`src/rtl/maquina_de_cafe.sv`:
```
// Coin-operated coffee/tea controller: one Moore FSM, outputs decoded from state
// and latched coin type, registered so there is no input-to-output path.
module maquina_de_cafe (
    input  logic       clk,
    input  logic       rst,
    input  logic       hm,
    input  logic       ha,
    input  logic       bp,
    input  logic       bb,
    input  logic       hc,
    input  logic       tm,
    output logic [2:0] out
);

    typedef enum logic [3:0] {
        IDLE         = 4'b0000,
        MONEDA       = 4'b0001,
        ESPERA_BOTON = 4'b0010,
        SIN_AGUA     = 4'b0100,
        SIN_CAFE     = 4'b0101,
        SALDO_INSUF  = 4'b0110,
        SERVIR_CAFE  = 4'b1001,
        SERVIR_TE    = 4'b1010
    } state_t;

    state_t     r_state;
    state_t     w_next;
    logic       r_tm_lat;
    logic       w_tm_next;
    logic [2:0] r_out;

    // out[2]=coin/change return, out[1]=tea, out[0]=coffee
    function automatic logic [2:0] decode(input state_t s, input logic t);
        case (s)
            SIN_AGUA, SIN_CAFE, SALDO_INSUF: decode = 3'b100;
            SERVIR_CAFE:                     decode = 3'b001;
            SERVIR_TE:                       decode = {~t, 2'b10};
            default:                         decode = 3'b000;
        endcase
    endfunction

    always_comb begin
        w_next    = r_state;
        w_tm_next = r_tm_lat;
        case (r_state)
            IDLE: begin
                if (hm) begin
                    w_next    = MONEDA;
                    w_tm_next = tm;
                end
            end
            MONEDA:
                w_next = ha ? ESPERA_BOTON : SIN_AGUA;
            ESPERA_BOTON: begin
                // Priority: water, then tea, then coffee stock, then coin value.
                if (bp) begin
                    if (!ha)          w_next = SIN_AGUA;
                    else if (bb)      w_next = SERVIR_TE;
                    else if (!hc)     w_next = SIN_CAFE;
                    else if (r_tm_lat) w_next = SALDO_INSUF;
                    else              w_next = SERVIR_CAFE;
                end
            end
            SIN_AGUA:
                w_next = IDLE;
            SIN_CAFE, SALDO_INSUF, SERVIR_CAFE, SERVIR_TE: begin
                if (!bp) w_next = IDLE;
            end
            default:
                w_next = IDLE;
        endcase
    end

    always_ff @(posedge clk or negedge rst) begin
        if (!rst) begin
            r_state  <= IDLE;
            r_tm_lat <= 1'b0;
            r_out    <= 3'b000;
        end else begin
            r_state  <= w_next;
            r_tm_lat <= w_tm_next;
            r_out    <= decode(w_next, w_tm_next);
        end
    end

    assign out = r_out;

endmodule

```
`config.mk`:
```
export PLATFORM = sky130hd
export DESIGN_NAME = maquina_de_cafe
export DESIGN_NICKNAME = d
export VERILOG_FILES = /design/src/rtl/maquina_de_cafe.sv
export SDC_FILE = /design/constraint.sdc
export NUM_CORES = 1
export LEC_CHECK = 0
export ABC_AREA = 1
export CAP_MARGIN = 20
export CORE_MARGIN = 4
export CORE_UTILIZATION = 35
export CTS_CLUSTER_DIAMETER = 80
export CTS_CLUSTER_SIZE = 40
export DETAILED_ROUTE_END_ITERATION = 8
export GPL_ROUTABILITY_DRIVEN = 0
export PLACE_DENSITY = 0.67
export SLEW_MARGIN = 20
export SYNTH_ARGS = -nofsm -noshare
export SYNTH_HDL_FRONTEND = slang
export SYNTH_SLANG_ARGS = --single-unit
export TNS_END_PERCENT = 100
```
`constraint.sdc`:
```
create_clock -name clk -period 1.33 [get_ports clk]
set_input_delay 0.3325 -clock clk [delete_from_list [all_inputs] [get_ports clk]]
set_output_delay 0.3325 -clock clk [all_outputs]
set_load 0.02 [all_outputs]
```
After elaboration in Yosys (flattened, before gate mapping)
Cells that the tools add are included.

operators by class
  equal/unequal tests = 11
  muxes and demuxes = 12
  bitwise logic cells = 1
  reductions and logical operators = 3

operators by type and width
  kind                                                                    count
  4-bit two-way mux                                                       7
  4-bit by 3-bit equality test with 1-bit output (second input constant)  5
  4-bit equality test (second input constant)                             4
  4-bit one-hot mux with 4 select lines                                   1
  3-bit one-hot mux with 3 select lines                                   1
  4-bit by 1-bit equality test with 1-bit output (second input constant)  1
  4-bit by 2-bit equality test with 1-bit output (second input constant)  1
  4-bit zero test                                                         1
  4-bit OR reduction                                                      1
  3-bit two-way mux                                                       1
  3-bit OR reduction                                                      1
  1-bit two-way mux                                                       2
  1-bit NOT                                                               1

storage, ports and cells
  register bits after elaboration = 8
  input port bits = 8
  output and inout bits = 3
  word-level logic and storage cells = 30

Logic depth before layout (Yosys ltp)
  depth in word-level cells = 9
  mapped depth = 9
  depth with buffers taken out = 9

Least setup slack after synthesis
OpenSTA, ideal clock, no wires.

  path kind = flip-flop to flip-flop
  from = reg r_state[2]
  to = reg r_out[2], in the netlist out[2]
  library setup time = 0.117 ns
  arrival time = 0.948 ns
  data required time = 1.213 ns
  path slack = 0.264 ns
  stages on the path, launching flop included = 7
  buffers on the path = 0
  clock period less this slack = 1.066 ns
  cells stage by stage = dfrtp_1 > nor2_4 > nand4_1 > nand2_1 > o21ai_1 > nand3_1 > nand2_1

on the way
  word-level cells in the longest chain between the ends = 6
  elaborated cells between the ends (all ways) = 21
  classes of those cells = eq/ne (11); mux (6); bitwise (1); reduce/logical (3)

ends and longest elaborated chain
  item                                                                                   line  source
  start: declaration                                                                     26    state_t r_state;
  start signal: assignment                                                               80    r_state <= w_next;
  4-bit by 3-bit equality test with 1-bit output or 4-bit equality test (tied branches)  45    case (r_state)
  4-bit OR reduction                                                                     45
  4-bit one-hot mux with 4 select lines                                                  45
  4-bit by 3-bit equality test with 1-bit output                                         34    case (s)
  3-bit OR reduction                                                                     34
  3-bit one-hot mux with 3 select lines *                                                34
  end signal: assignment                                                                 82    r_out <= decode(w_next, w_tm_next);
  end: declaration                                                                       30    logic [2:0] r_out;

Every way passes the cells marked *; elsewhere a longest branch is shown, timed or not.

Worst setup path in the final report
  from = reg r_out[1], in the netlist out[1]
  to = out out[1]

RTL lines
  item              line  source
  end: declaration  12    output logic [2:0] out

No word-level cell between the ends.

==> summary.txt <==
Yosys
  • Syn nets: slightly above 70
  • Synth top area cells: dfrtp_1 42%, nand2_1 13%, inv_1 8.6%
  • Most frequent cell after synthesis: nand2_1
  • #FFs+latches synth: 8
  • Unique masters post-synth: 16
  • Number of flops mapped to enable cells by yosys: 0
  • Main synth FF type: dfrtp_1
  • Ys async rst share: 100%
  • Syn avg cell area: 7.49 um^2
  • Register area share after synthesis: 41.8%
  • Post-synth top area cell: dfrtp_1
  • Post-synth top area share: between 40% and 50%
  • Yosys warning total: 0
  • Post-Syn Instances: 64
  • Syn Std Cell Area: 479 um^2
  • Top post-synthesis cells by count: 16 x nand2_1, 11 x inv_1, 8 x dfrtp_1, 7 x nand3_1

Drt
  • Post-Route WL: ~1000 um
  • DR DRC count: 0
  • Vias/cell: 4.81
  • TritonRoute pass-1 iters: 4
  • Initial DRC Count: 12
  • Routed len/inst: between 10 and 15 um
  • Vias: ~450
  • Post-route ant nets: 0

Worst setup path
  • Crit path buf inv count: 1
  • CP Launch Point: out[1]
  • Number of cells on the worst reg-to-reg path: 5
  • Max incr delay on CP: 370 ps
  • Critical Path Fanout Max: 1
  • Worst flop-to-flop path startpoint: r_state[2]
  • Worst path required time: 1000 ps
  • FF-to-FF End: out[2]
  • Critical path class: flop to output pin
  • Critical Path AT: 940 ps
  • Worst Setup End Kind: output pin
  • CP startpoint kind: flop
  • Slowest CP cell: dfrtp_1
  • Flop2flop setup slack: 140 ps
  • Cell Chain, Critical Path: dlygate4sd2_1
  • Top Family by Delay on Critical Path: flip-flops

Clock tree
  • Clk sink count: 8
  • Insertion delay of the later-clocked pin in the worst-skew pair: approximately 250 ps
  • Clock transition at path regs: about 60 ps
  • CTS Buf Count: 3
  • Root Buffer: clkbuf_4
  • CTS max path bufs: 2
  • CTS tree: yes
  • CTS HTree Levels: 1

Global route
  • First-pass GRT wire length: 1640 um
  • Overflow after GRT: 0
  • Gr usage total: 11.6%
  • Pin count of the biggest net entering global routing: 9
  • Vias in the first global route: 381
  • Initial antenna violation count: 0

STA
  • Achievable frequency: a little under 800 MHz
  • Unrepaired setup endpoints after global routing: no
  • Slew Limit Headroom: 76.3%
  • Setup Viol. Count Final: 0
  • Final period utilization: 95.6%
  • Final Hold Slack: 355 ps
  • Worst Tran Pin Value: 355 ps
  • Skew final: roughly 5.6 ps
  • Fin. max-slew vios: 0
  • Tmin final: 1270 ps
  • Endpoints failing hold: 0

Place
  • Placed cells: 90
  • Number of port buffers: 10
  • Post-DP HPWL: 811 um

Floorplanning
  • # IOs: 11
  • Rows: 13
  • Core ar.: ~1300 um^2
  • Die area: 2030 um^2
  • Die Ht: 45 um
  • Initial Util: a little under two fifths
  • Die W: 45 um

Power
  • Power Density: 1670 nW/um^2
  • Total Power: 0.00105 W
  • Sequential share of power: 36.8%
  • Part of the power in the clock network: 17.4%
  • Internal: roughly 0.00059 W
  • Pleak: 0.343 nW
  • VDD IR max: 0.722 mV
  • Logic pwr share: 45.8%
  • Sw Share: a little over two fifths
  • Net switching power: 0.000459 W

Cells and area
  • Final net count: 88
  • Share of layout cells above drive strength 1: 17.9%
  • Layout area overhead: 30.8%
  • Non-filler instance count after layout: 93
  • Fill cells: 143
  • ANT cells: 0

Hold path
  • Min-Delay Path Class: primary input to asynchronous set/reset pin

Job
  • Max cap viols: 0

Status
  • Status: finished clean
## cells by family after synthesis
group,after synthesis,synth area share [%]
compound gates,3,5.48
buf+inv,13,10.2
flops,8,41.8
simple gates,40,42.6
## through the flow
stage               worst slack, ps  setup TNS [ps]  util (%)  cell area, um^2
finish                         58.5               0      48.2              627
global route                   15.1               0      48.2              627
CTS                            27.9               0      48.0              624
detailed placement             -240            -963      46.5              606
global placement               -184            -701      46.5              606
floorplan                       264               0         -              479
## power groups by stage
stage	Combinational [W]	Sequential, W	Clock (W)
global placement	0.000476	0.000390	0
finish	0.000480	0.000386	0.000182
floorplan	0.000347	0.000392	0
CTS	0.000479	0.000386	0.000188
detailed placement	0.000485	0.000390	0
global route	0.000536	0.000395	0.000201
## cell usage in the layout (no fill, tap or decap)
cell type and instances:
and2_1 1, buf_4 1, clkbuf_4 3, clkdlybuf4s50_1 6
dfrtp_1 8, dlygate4sd2_1 3, dlymetal6s2s_1 1, inv_1 11
inv_2 2, nand2_1 16, nand2_2 3, nand3_1 7
nand3_2 1, nand4_1 4, nor2_1 4, nor2_2 1
nor2_4 2, nor3_1 1, o21ai_0 1, o21ai_1 1
o21ai_4 1
## routing by layer
layer  global-route usage [%]  up-vias  part of all wire (%)
met5                        0        -                     0
met4                     5.26        0                     0
li1                         -      231                     -
met1                     12.9      201                    42
met3                     4.78        0                   5.5
met2                     19.2       15                    52
## registers in the layout (all words and copies together) (netlist names)
| signal | count |
|---|---|
| out | 3 |
| r_tm_lat | 1 |
| r_state | 4 |
## area by class of cell
cell class | instances | area (um^2) | area share (%)
repair buffers | 11 | 106 | 17.0
inverters | 13 | 48.8 | 7.78
clock buffers | 3 | 22.5 | 3.59
flip-flops and latches | 8 | 200 | 31.9
multi-input cells | 43 | 230 | 36.7
well taps | 15 | 18.8 | 2.99
## how the worst max path moves through the flow
stage | to | cells after the start
2_1_floorplan | out[2] | 6
3_3_place_gp | out[1] | 7
3_5_place_dp | out[1] | 7
4_1_cts | out[1] | 7
5_1_grt | out[0] | 7
6_report | out[1] | 1
## timing repair
action / CTS / global route
resized for setup: 3 / 1
setup endpoints to repair: 3 / 3
hold buffers: 0 / 0
buffers inserted: 0 / 0
pin swaps: 0 / 0
Note: power is estimated with default switching activity, not from simulation.
